## config.mk

```make
export PLATFORM = sky130hd
export DESIGN_NAME = bin2bcd_seq
export DESIGN_NICKNAME = d
export VERILOG_FILES = /design/src/rtl/calc_pkg.sv /design/src/rtl/bcd_digit_adj.sv /design/src/rtl/bin2bcd_seq.sv
export SDC_FILE = /design/constraint.sdc
export NUM_CORES = 1
export LEC_CHECK = 0
export CAP_MARGIN = 40
export CORE_UTILIZATION = 35
export DETAILED_ROUTE_END_ITERATION = 10
export PLACE_DENSITY = 0.52
export SLEW_MARGIN = 25
export SYNTH_ARGS = -nofsm -noshare
export SYNTH_HDL_FRONTEND = slang
export SYNTH_SLANG_ARGS = --single-unit
```

## constraint.sdc

```tcl
create_clock -name clk -period 2.8 [get_ports clk]
set_clock_uncertainty 0.05 [all_clocks]
set_input_delay 0.42 -clock clk [delete_from_list [all_inputs] [get_ports clk]]
set_output_delay 0.42 -clock clk [all_outputs]
set_load 0.05 [all_outputs]
```

## src/rtl/calc_pkg.sv

```systemverilog
// Shared calculator definitions: word widths, decimal range limit and the
// binary-to-BCD converter state encoding. Also used by the keypad/operand logic.
package calc_pkg;

    localparam int BIN_W_DEF  = 14;
    localparam int DIGITS_DEF = 4;
    localparam int DIGIT_W    = 4;

    // Largest value representable in n decimal digits (10^n - 1).
    function automatic int unsigned dec_max(input int n);
        int unsigned p;
        p = 1;
        for (int i = 0; i < n; i++) begin
            p = p * 10;
        end
        return p - 1;
    endfunction

    localparam int unsigned MAX_DEC = dec_max(DIGITS_DEF);

    typedef enum logic [1:0] {
        IDLE   = 2'd0,
        SHIFT  = 2'd1,
        FINISH = 2'd2
    } b2b_state_t;

endpackage

```

## src/rtl/bcd_digit_adj.sv

```systemverilog
// Double-dabble digit correction: add 3 to a BCD digit of 5 or more so the
// following left shift carries correctly into the next decimal digit.
module bcd_digit_adj
    import calc_pkg::*;
(
    input  logic [DIGIT_W-1:0] din,
    output logic [DIGIT_W-1:0] dout
);

    // Per-digit add-3 correction.
    always_comb begin
        dout = din;
        if (din >= 4'd5) begin
            dout = din + 4'd3;
        end
    end

endmodule

```

## src/rtl/bin2bcd_seq.sv

```systemverilog
// Sequential binary-to-BCD converter (shift-and-add-3), one result bit per cycle.
// Optional build macro: OVF_SATURATE_EN -- out-of-range inputs load all-nines
// into bcd_out instead of the truncated low digits.
//
// state  | meaning
// -------+-------------------------------------------------------------
// IDLE   | waiting for start; captures bin_in on an accepted start
// SHIFT  | BIN_W correct-and-shift steps, counter runs down to zero
// FINISH | publish scratch/overflow, pulse done, return to IDLE
module bin2bcd_seq
    import calc_pkg::*;
#(
    parameter int BIN_W  = BIN_W_DEF,
    parameter int DIGITS = DIGITS_DEF
) (
    input  logic                  clk,
    input  logic                  rst,
    input  logic                  start,
    input  logic [BIN_W-1:0]      bin_in,
    output logic                  busy,
    output logic                  done,
    output logic [4*DIGITS-1:0]   bcd_out,
    output logic                  overflow
);

    localparam int          CNT_W   = $clog2(BIN_W + 1);
    localparam int unsigned MAX_VAL = dec_max(DIGITS);

    b2b_state_t            state, state_nxt;
    logic [CNT_W-1:0]      cnt;
    logic [BIN_W-1:0]      binreg;
    logic [4*DIGITS-1:0]   scratch;
    logic [4*DIGITS-1:0]   scratch_adj;
    logic                  ovf_pend;

    for (genvar g = 0; g < DIGITS; g++) begin : g_adj
        bcd_digit_adj u_adj (
            .din  (scratch[g*DIGIT_W +: DIGIT_W]),
            .dout (scratch_adj[g*DIGIT_W +: DIGIT_W])
        );
    end

    assign busy = (state != IDLE);

    // State register.
    always_ff @(posedge clk) begin
        if (!rst) begin
            state <= IDLE;
        end else begin
            state <= state_nxt;
        end
    end

    // Next-state decode; the counter reaching its last step ends SHIFT.
    always_comb begin
        state_nxt = state;
        case (state)
            IDLE:    if (start) state_nxt = SHIFT;
            SHIFT:   if (cnt == CNT_W'(1)) state_nxt = FINISH;
            FINISH:  state_nxt = IDLE;
            default: state_nxt = IDLE;
        endcase
    end

    // Datapath: capture, correct-and-shift, publish. Carry out of the top digit is dropped.
    always_ff @(posedge clk) begin
        if (!rst) begin
            cnt      <= '0;
            binreg   <= '0;
            scratch  <= '0;
            ovf_pend <= 1'b0;
            bcd_out  <= '0;
            overflow <= 1'b0;
            done     <= 1'b0;
        end else begin
            done <= (state == FINISH);
            case (state)
                IDLE: begin
                    if (start) begin
                        binreg   <= bin_in;
                        scratch  <= '0;
                        cnt      <= CNT_W'(BIN_W);
                        ovf_pend <= (32'(bin_in) > MAX_VAL);
                    end
                end
                SHIFT: begin
                    scratch <= {scratch_adj[4*DIGITS-2:0], binreg[BIN_W-1]};
                    binreg  <= {binreg[BIN_W-2:0], 1'b0};
                    cnt     <= cnt - CNT_W'(1);
                end
                FINISH: begin
`ifdef OVF_SATURATE_EN
                    bcd_out <= ovf_pend ? {DIGITS{4'h9}} : scratch;
`else
                    bcd_out <= scratch;
`endif
                    overflow <= ovf_pend;
                end
                default: ;
            endcase
        end
    end

endmodule

```

==> summary.md <==
| Metric | Value |
|---|---|
| Global route total overflow | 0 |
| Ports | 36 |
| Hold Crit Depth | 2 |
| Hold_sp | binreg[5] |
| CTS buffer count | 5 |
| Die W | 86.5 microns |
| Num rows | 30 |
| CTS root buf | clkbuf_8 |
| Post-CTS sizing | 0 |
| Hold-fix buffers, CTS | 0 |
| Hold Fails Final Rpt | 0 |
| Synth area leaders | dfxtp_1 44%, nand2_1 8.3%, a21boi_0 5.1%, ha_1 5.0%, o221a_2 4.1% |
| Worst VDD drop | 0.174 mV |
| Setup bufs post-CTS | 0 |
| First-pass GRT wire length | 9520 microns |
| Die height | 86.5 microns |
| Top post-synthesis cells by count | 55 x dfxtp_1, 55 x nand2_1, 17 x a21boi_0 |
| Dpl cell area | 0.00293 sq mm |
| #FFs+latches synth | 55 |
| CTS Buffer Depth | 2 |
| Drc violations | 0 |
| Synth area leader | dfxtp_1 |
| Initial Utilization | 0.366 |
| RSZ-0062 raised after global routing | false |
| WHS Endpoint | binreg[6] |
| Sequential area share after synthesis | 0.440 |
| EDFF count, synth | 0 |
| Port Buf Inserts | 35 |
| Final Critical Period | 2.26 ns |
| DP Wirelength | 3800 microns |
| Async S/R FF share, synth | 0 |
| Worst setup margin | 0.537 ns |
| Antenna violations before repair | 0 |
| Critical path launch point type | flip-flop |
| Fin area | 0.00303 sq mm |
| Mapped cell area | 0.00250 sq mm |
| Critical path required time | 2.33 ns |
| CTS tree | done |
| Setup TNS | 0 ns |
| Worst-skew pair later-pin latency | 0.31 ns |
| Nature of the critical path endpoint | output port |
| Max-cap viol count | 0 |
| Net Count, Synth | 310 |
| Count of final setup violators | 0 |
| Number of diodes | 0 |
| DR iter-0 viols | 70 |
| Peak Freq | 442 MHz |
| Actual slew at the worst max-slew pin | 0.685 ns |
| Power, Total | 0.00153 W |
| Arr. time, crit path | 1.79 ns |
| Yosys top cell area share | 0.440 |
| Cell variety after synth | 33 |
| Worst stage delay on the critical path | 0.79 ns |
| Ys Warns | 0 |
| Clk sinks | 55 |
| Antenna Nets Post-Route | 0 |
| Ys flop type | dfxtp_1 |
| Pre-CTS setup slack | 0.765 ns |
| DRT Pass-1 Iters | 4 |
| RR Startpoint | state[0] |
| CP Class | flip-flop to output port |
| Worst r2r path cells | 4 |
| Core Area | 0.00683 sq mm |
| Power per cell area | 505 mW/mm^2 |
| Largest net degree at the start of global routing | 25 |
| Cells after Synth | 283 |
| Routed WL | 5460 microns |
| Final Cycle Share | 0.808 |
| P&R area growth vs syn | 21.1% |
| Cells along the critical path | nor2_1 > inv_1 > clkdlybuf4s50_1 |
| Leak | 1.15 nW |
| Nets | 341 |
| GPL Wtd Cong | 0.769 |
| Worst-path clk slew | 0.10 ns |
| Max Slew Vio Count | 0 |
| R2r setup slk | 0.94 ns |
| Vias per cell | 4.82 |
| Worst reg2reg path endpoint | scratch[8] |
| DIE AREA | 0.00748 sq mm |
| Via count | 1981 |
| Crit path max-delay family | buffers and inverters |
| Status | completed |
| Avg Synthesized Cell Area | 8.83 sq um |
| Worst rel slew slack | 0.543 |
| Tot GR Track Use | 0.163 |
| Vias in the first global route | 1953 |
| CTS HTree Levels | 2 |
| Wirelength per Cell | 13.3 microns |
| Hold crit path type | flip-flop to flip-flop |
| Share of cells above drive strength 1 | 0.0857 |
| Worst path bufs/invs | 2 |
| Worst Path Max Fanout | 8 |
| Slowest-stage cell, CP | clkdlybuf4s50_1 |
[how the worst max path moves through the flow]
stage	from	end	depth (start not counted)
global placement	start	binreg[9]	6
finish	state[0]	busy	3
global route	state[0]	busy	3
CTS	state[0]	busy	3
floorplan	scratch[5]	scratch[6]	6
detailed placement	start	binreg[6]	6
[cells in the final DEF (no fill, tap or decap), types with 2 or more instances in the layout]
| cell type | instances |
|---|---|
| a32oi_1 | 4 |
| ha_1 | 10 |
| a21oi_1 | 15 |
| xnor2_1 | 4 |
| nor2b_1 | 15 |
| o221a_2 | 9 |
| a22oi_1 | 4 |
| nand3b_1 | 2 |
| o31ai_1 | 7 |
| clkbuf_8 | 6 |
| nand3_1 | 2 |
| nand2_1 | 55 |
| and3_1 | 3 |
| a21boi_0 | 17 |
| dfxtp_1 | 55 |
| and2_1 | 2 |
| mux2i_1 | 4 |
| inv_1 | 11 |
| o21ai_0 | 11 |
| clkdlybuf4s50_1 | 35 |
| nand2b_1 | 6 |
| nor2_1 | 11 |
| a22o_1 | 6 |
| xor2_1 | 3 |
| buf_4 | 8 |
[registers in the layout, summed over array words and instances, names as in the netlist]
name / flops
bcd_out: 16
binreg: 14
cnt: 4
done: 1
overflow: 1
ovf_pend: 1
scratch: 16
state: 2
[per-layer routing]
| layer | track usage | up-vias | wire [microns] |
|---|---|---|---|
| li1 | - | 1028 | - |
| met1 | 0.226 | 914 | 2840 |
| met2 | 0.256 | 32 | 2390 |
| met3 | 0.0286 | 7 | 153 |
| met4 | 0.0545 | 0 | 76 |
| met5 | 0 | - | 0 |
[power by group]
group | internal [W] | switching [W]
logic | 0.0000999 | 0.000113
registers | 0.000819 | 0.0000275
clock network | 0.000203 | 0.000267
total | 0.00112 | 0.000407
[layout make-up]
class                      count  area (sq um)
sequential                    55          1100
multi-input combinational    198          1250
clock buffer                   6          82.6
tap                           96           120
inverter                      11          41.3
timing repair buffer          43           410
fill                         730          3800
clock inverter                 2          16.3
[worst min-delay path: cells and delay by family, from the launching register on]
| family | cells | cell delay (ns) |
|---|---|---|
| DFF | 1 | 0.33 |
| and+or+nand+nor | 2 | 0.09 |
[cell families after synthesis]
kind of cell             after synthesis  synth area share
AND/OR/NAND/NOR                      100             0.185
AO/OA/AOI/OAI                         77             0.226
flip-flops                            55             0.440
buffers and inverters                 30            0.0576
adder cells (fa/ha/maj)               10            0.0501
XOR/XNOR                               7            0.0245
multiplexers                           4            0.0160
[metrics by stage]
stage | hold WS (ns) | cells | utilization
after global routing | 0.435 | 411 | 0.443
after global placement | 0.388 | 403 | 0.429
after detailed placement | 0.383 | 403 | 0.429
after CTS | 0.410 | 411 | 0.443
final | 0.407 | 411 | 0.443
after floorplan | 0.367 | 283 | -
No activity file was read; power rests on OpenSTA's default activity.
==> variant 1: new RTL, config.mk and constraints unchanged <==
The package constant `DIGITS_DEF` goes from 4 to 5.
--- a/src/rtl/calc_pkg.sv
+++ b/src/rtl/calc_pkg.sv
@@ -3,7 +3,7 @@
 package calc_pkg;
 
     localparam int BIN_W_DEF  = 14;
-    localparam int DIGITS_DEF = 4;
+    localparam int DIGITS_DEF = 5;
     localparam int DIGIT_W    = 4;
 
     // Largest value representable in n decimal digits (10^n - 1).
Interface: changed (resized bcd_out); port bits go from 36 to 40. No check against the original RTL was run, so the function may have changed too.
==> variant 1 against the unedited design <==
- first-iteration DRC count did not move
- wire length rose by 9.1%
- design area is 18% higher
- synthesized cell count grew 18%
- area after synthesis up 17%
- total power up 25%
- sequential cell count up 6
- die area is 16% higher
- global-route usage down 0.84 points
- count of clock-buffer cells in the layout increased by 7
- worst setup slack improved by 0.14 ns
- largest power group unchanged
==> variant 1: results (changes against the unedited design) <==
Outcome:
- Status: completed (unchanged).

Logic synthesis:
- The compound-gate portion of the synthesized area is 22.3% (was 22.6%).
- The adder and majority cell fraction of the synthesized area is 5.14% (was 5.01%).
- The synthesized-area fraction occupied by xor and xnor cells came to 2.70% (was 2.45%).
- The multiplexer share of the synthesized area was 1.93% (was 1.60%).
- The synthesized net count is 363 (was 310).
- The share of synthesized area occupied by flip-flops and latches is 41.8% (was 44.0%).
- Post-synth top cells: 61 x sky130_fd_sc_hd__dfxtp_1, 59 x sky130_fd_sc_hd__nand2_1, 26 x sky130_fd_sc_hd__a21boi_0, 22 x sky130_fd_sc_hd__a21oi_1, 16 x sky130_fd_sc_hd__nor2b_1 (was 55 x sky130_fd_sc_hd__dfxtp_1, 55 x sky130_fd_sc_hd__nand2_1, 17 x sky130_fd_sc_hd__a21boi_0, 15 x sky130_fd_sc_hd__a21oi_1, 15 x sky130_fd_sc_hd__nor2b_1).
- Leading post-synthesis cells by cell area: sky130_fd_sc_hd__dfxtp_1 42%, sky130_fd_sc_hd__nand2_1 7.6%, sky130_fd_sc_hd__a21boi_0 6.7% (was sky130_fd_sc_hd__dfxtp_1 44%, sky130_fd_sc_hd__nand2_1 8.3%, sky130_fd_sc_hd__a21boi_0 5.1%).

Drt:
- The average routed wire per standard cell is 12.5 um (was 13.3 um).

Pwr:
- The static leakage came to 1.26 nW (was 1.15 nW).
- The maximum vdd ir drop is 0.198 mV (was 0.174 mV).

Clock network:
- The clock-pin transition on the worst setup and hold timing paths is 0.07 ns (was 0.10 ns).
- The clock insertion delay at the later pin of the skew report is 0.33 ns (was 0.31 ns).
- The number of buffers added by the clock tree synthesis step is 9 (was 5).

Layout:
- The final net count is 398 (was 341).
- The filler cell count is 793 (was 730).

Placement:
- The count of input and output buffers is 38 (was 35).
- The pre-CTS setup slack is 0.756 ns (was 0.765 ns).
- The final estimated routing congestion in global placement was 0.689 (was 0.769).
- The half-perimeter wire length after detailed placement is 3910 um (was 3800 um).

Critical path:
- The worst reg-to-reg path cell count is 5 (was 4).
- The largest stage delay on the critical path was 0.64 ns (was 0.79 ns).

GRT:
- The global-route total usage across every layer is 15.5% (was 16.3%).
- The number of global-route vias before repair is 2167 (was 1953).
- The first-pass GRT wire length is 10400 um (was 9520 um).
variant 1: changes by cell type after synthesis, moves of 6 or more:
cell / unedited run / this run
sky130_fd_sc_hd__a21boi_0: 17 / 26
sky130_fd_sc_hd__a21oi_1: 15 / 22
sky130_fd_sc_hd__a22o_1: 6 / 0
sky130_fd_sc_hd__dfxtp_1: 55 / 61
sky130_fd_sc_hd__o21ai_2: 0 / 6
variant 1: cell families (layout without fill, tap and decap cells):
family	Yosys count	in the layout
flip-flops	61	61
AO/OA/AOI/OAI	91	91
AND/OR/NAND/NOR	120	120
multiplexers	5	5
XOR/XNOR	9	9
buffers and inverters	35	75
other	1	1
adder cells (fa/ha/maj)	12	12
variant 1: final cells by class:
type                    instances  area (um^2)  share of cell area, %
multi-input cells             238         1510                   42.3
flip-flops and latches         61         1220                   34.3
inverters                      13         48.8                   1.37
repair buffers                 46          442                   12.4
clock buffers                  13          169                   4.75
clock inverters                 3         42.5                   1.20
well taps                     102          128                   3.59
variant 1: per-layer routing:
layer / GRT usage (%) / vias to the layer above / routed length (um)
met5: 0 / - / 0
li1: - / 1201 / -
met1: 19.9 / 1036 / 3060
met2: 24.1 / 38 / 2660
met3: 3.17 / 4 / 190
met4: 8.46 / 0 / 45
variant 1: final timing paths:
check                                                to  slack (ns)                    start
worst max register to register      cnt[1]$_SDFFE_PN0P_        0.91    state[0]$_SDFFE_PN0P_
worst min register to register  bcd_out[6]$_SDFFE_PN0P_        0.41  bcd_out[6]$_SDFFE_PN0P_
worst max-delay path                               busy        0.68    state[0]$_SDFFE_PN0P_
worst min-delay path            bcd_out[6]$_SDFFE_PN0P_        0.41  bcd_out[6]$_SDFFE_PN0P_
variant 1: power breakdown:
| group | total [mW] | leakage [nW] | switching [mW] | internal, mW |
|---|---|---|---|---|
| clock | 0.824 | 0.106 | 0.341 | 0.483 |
| combinational | 0.171 | 0.658 | 0.0875 | 0.0831 |
| sequential | 0.917 | 0.496 | 0.0218 | 0.895 |
| total | 1.91 | 1.26 | 0.450 | 1.46 |
variant 1: worst max-delay path, delay by kind of cell, from the launching register on:
family / cells / cell delay, ns
simple gates: 1 / 0.15
buf+inv: 2 / 0.52
flops: 1 / 0.64
variant 1: per-stage QoR:
stage / cells / cell area [um^2] / total power, mW / hold slack, ns / utilization [%]
2_1_floorplan: 334 / 2920 / 1.06 / 0.398 / -
3_3_place_gp: 459 / 3330 / 1.11 / 0.401 / 42.3
3_5_place_dp: 460 / 3350 / 1.11 / 0.406 / 42.4
4_1_cts: 476 / 3560 / 1.94 / 0.416 / 45.1
5_1_grt: 476 / 3560 / 2.01 / 0.434 / 45.1
6_report: 476 / 3560 / 1.91 / 0.409 / 45.1
==> variant 2: new RTL, config.mk and constraints unchanged <==
Made on the original files. Make the reset (`rst`) asynchronous in 2 clocked blocks.
--- a/src/rtl/bin2bcd_seq.sv
+++ b/src/rtl/bin2bcd_seq.sv
@@ -43,7 +43,7 @@
     assign busy = (state != IDLE);
 
     // State register.
-    always_ff @(posedge clk) begin
+    always_ff @(posedge clk or negedge rst) begin
         if (!rst) begin
             state <= IDLE;
         end else begin
@@ -63,7 +63,7 @@
     end
 
     // Datapath: capture, correct-and-shift, publish. Carry out of the top digit is dropped.
-    always_ff @(posedge clk) begin
+    always_ff @(posedge clk or negedge rst) begin
         if (!rst) begin
             cnt      <= '0;
             binreg   <= '0;
Behaviour: differs if rst is asserted again (counterexample within 4 cycles, from zero or initial values and one cycle with rst low); with rst held inactive, the same outputs for 10 cycles.
==> variant 2 against the unedited design <==
- hold slack worse by 0.35 ns
- synthesized cell count is 11% lower
- worst setup slack lost 0.049 ns
- wire length decreased by 4.5%
- area after synthesis grew 6.7%
- sequential cell count did not move
- design area up 6.1%
- critical path type unchanged
Power is not compared: it rests on default switching activity, and its combinational part moved more than twofold at a synthesized area within 25%.
==> variant 2: results (changes against the unedited design) <==
Worst hold path:
- The worst hold-check path type was in2async (was reg2reg).

Logic synthesis:
- Leading post-synthesis cells by cell area: sky130_fd_sc_hd__dfrtp_1 52%, sky130_fd_sc_hd__nand2_1 5.8%, sky130_fd_sc_hd__o21ai_0 5.6% (was sky130_fd_sc_hd__dfxtp_1 44%, sky130_fd_sc_hd__nand2_1 8.3%, sky130_fd_sc_hd__a21boi_0 5.1%).
- The share of synthesized area occupied by flip-flops and latches is 51.6% (was 44.0%).
- The share of flip-flops with an asynchronous set or reset after synthesis was 100% (was 0%).
- The synthesized net count is 278 (was 310).
- Post-synth top cells: 55 x sky130_fd_sc_hd__dfrtp_1, 41 x sky130_fd_sc_hd__nand2_1, 30 x sky130_fd_sc_hd__o21ai_0, 20 x sky130_fd_sc_hd__inv_1, 12 x sky130_fd_sc_hd__mux2i_1 (was 55 x sky130_fd_sc_hd__dfxtp_1, 55 x sky130_fd_sc_hd__nand2_1, 17 x sky130_fd_sc_hd__a21boi_0, 15 x sky130_fd_sc_hd__a21oi_1, 15 x sky130_fd_sc_hd__nor2b_1).
- The number of distinct library cell variants in the gate-level netlist after synthesis is 40 (was 33).

Drt:
- The number of detailed-route iterations in the first pass came to 6 (was 4).
- The average routed wire per standard cell is 13.6 um (was 13.3 um).
- The remaining antenna violation count came to 0 (unchanged).
- The via count of the routed design came to 1900 (was 1981).
- The number of DRC markers after the initial detailed-route iteration came to 44 (was 70).

Layout:
- The fraction of final layout cells sized beyond drive strength 1 was 8.42% (was 8.57%).
- The final net count is 311 (was 341).
- The number of antenna diodes came to 0 (unchanged).
- The filler cell count is 751 (was 730).

Clock network:
- The clock insertion delay at the later pin of the skew report is 0.31 ns (about the same).
- The number of buffers added by the clock tree synthesis step is 5 (unchanged).
- The root cell of the clock tree is sky130_fd_sc_hd__clkbuf_8 (unchanged).

Placement:
- The standard cell area after detailed placement is 3080 um^2 (was 2930 um^2).
- The half-perimeter wire length after detailed placement came to 3710 um (was 3800 um).
- The count of input and output buffers is 35 (unchanged).
- The final estimated routing congestion in global placement is 0.739 (was 0.769).

Critical path:
- The worst reg-to-reg path cell count is 3 (was 4).
- The maximum net fanout on the critical path is 9 (was 8).
- The worst endpoint data arrival time came to 1.84 ns (was 1.79 ns).
- The reg-to-reg endpoint is binreg[2]$_DFFE_PN0P_ (was scratch[8]$_SDFFE_PN0P_).
- The reg-to-reg critical path startpoint was state[0]$_DFFE_PN0P_ (was state[0]$_SDFFE_PN0P_).

GRT:
- The first-pass GRT wire length is 8880 um (was 9520 um).
- The global-route total usage across every layer is 14.6% (was 16.3%).
- The number of global-route vias before repair is 1805 (was 1953).
- The maximum number of pins on one net before global-route repair came to 32 (was 25).

Timing:
- The transition at the pin with the smallest max-transition slack is 0.608 ns (was 0.685 ns).

Outcome:
- Status: completed (unchanged).

Pwr:
- The maximum vdd ir drop is 0.391 mV.
## variant 2: per-layer routing
metal,up-vias,part of all wire (%),routed length (um),GRT usage [%]
met5,-,0,0,0
met4,0,1.2,62,4.33
met3,7,2.0,102,3.05
met2,16,46,2390,22.4
met1,916,51,2660,20.8
li1,961,-,-,-
## variant 2: layout make-up
cell class                      count  area [um^2]  share of cell area, %
Multi-Input combinational cell    162         1110                   34.5
Timing Repair Buffer               40          395                   12.3
Sequential cell                    55         1380                   42.9
Tap cell                           99          124                   3.86
Inverter                           20         75.1                   2.34
Clock inverter                      2         60.1                   1.87
Clock buffer                        6         72.6                   2.26
## variant 2: how the worst max path moves through the flow
stage                               startpoint                endpoint  depth (start not counted)
after floorplan           state[0]$_DFFE_PN0P_  binreg[10]$_DFFE_PN0P_                          6
after global placement    state[0]$_DFFE_PN0P_                    busy                          3
after detailed placement                 start  binreg[11]$_DFFE_PN0P_                          5
after CTS                 state[0]$_DFFE_PN0P_                    busy                          3
after global routing      state[0]$_DFFE_PN0P_                    busy                          3
final                     state[0]$_DFFE_PN0P_                    busy                          3
## variant 2: logic make-up after synthesis
| group | count (synthesis) | synth area share [%] |
|---|---|---|
| compound gates | 78 | 20.5 |
| simple gates | 58 | 10.5 |
| flops | 55 | 51.6 |
| buf+inv | 34 | 6.85 |
| mux | 13 | 4.93 |
| fa+ha+maj | 10 | 4.69 |
| xor+xnor | 3 | 0.986 |
## variant 2: power breakdown
part,switching [mW],internal (mW)
clock,0.256,0.357
sequential,0.197,1.07
combinational,1.01,0.628
## variant 2: metrics by stage
stage | instances | setup slack (ns) | hold WS [ns]
3_5_place_dp | 376 | 0.764 | 0.411
3_3_place_gp | 376 | 0.815 | 0.410
4_1_cts | 384 | 0.461 | 0.0688
2_1_floorplan | 251 | 1.42 | 0.0744
6_report | 384 | 0.488 | 0.0530
5_1_grt | 384 | 0.416 | 0.0921
## variant 2: critical path, stage by stage, from the launching register on
cell,delay [ns]
sky130_fd_sc_hd__dfrtp_1,0.54
sky130_fd_sc_hd__nor2_1,0.13
sky130_fd_sc_hd__inv_1,0.07
sky130_fd_sc_hd__clkdlybuf4s50_1,0.79
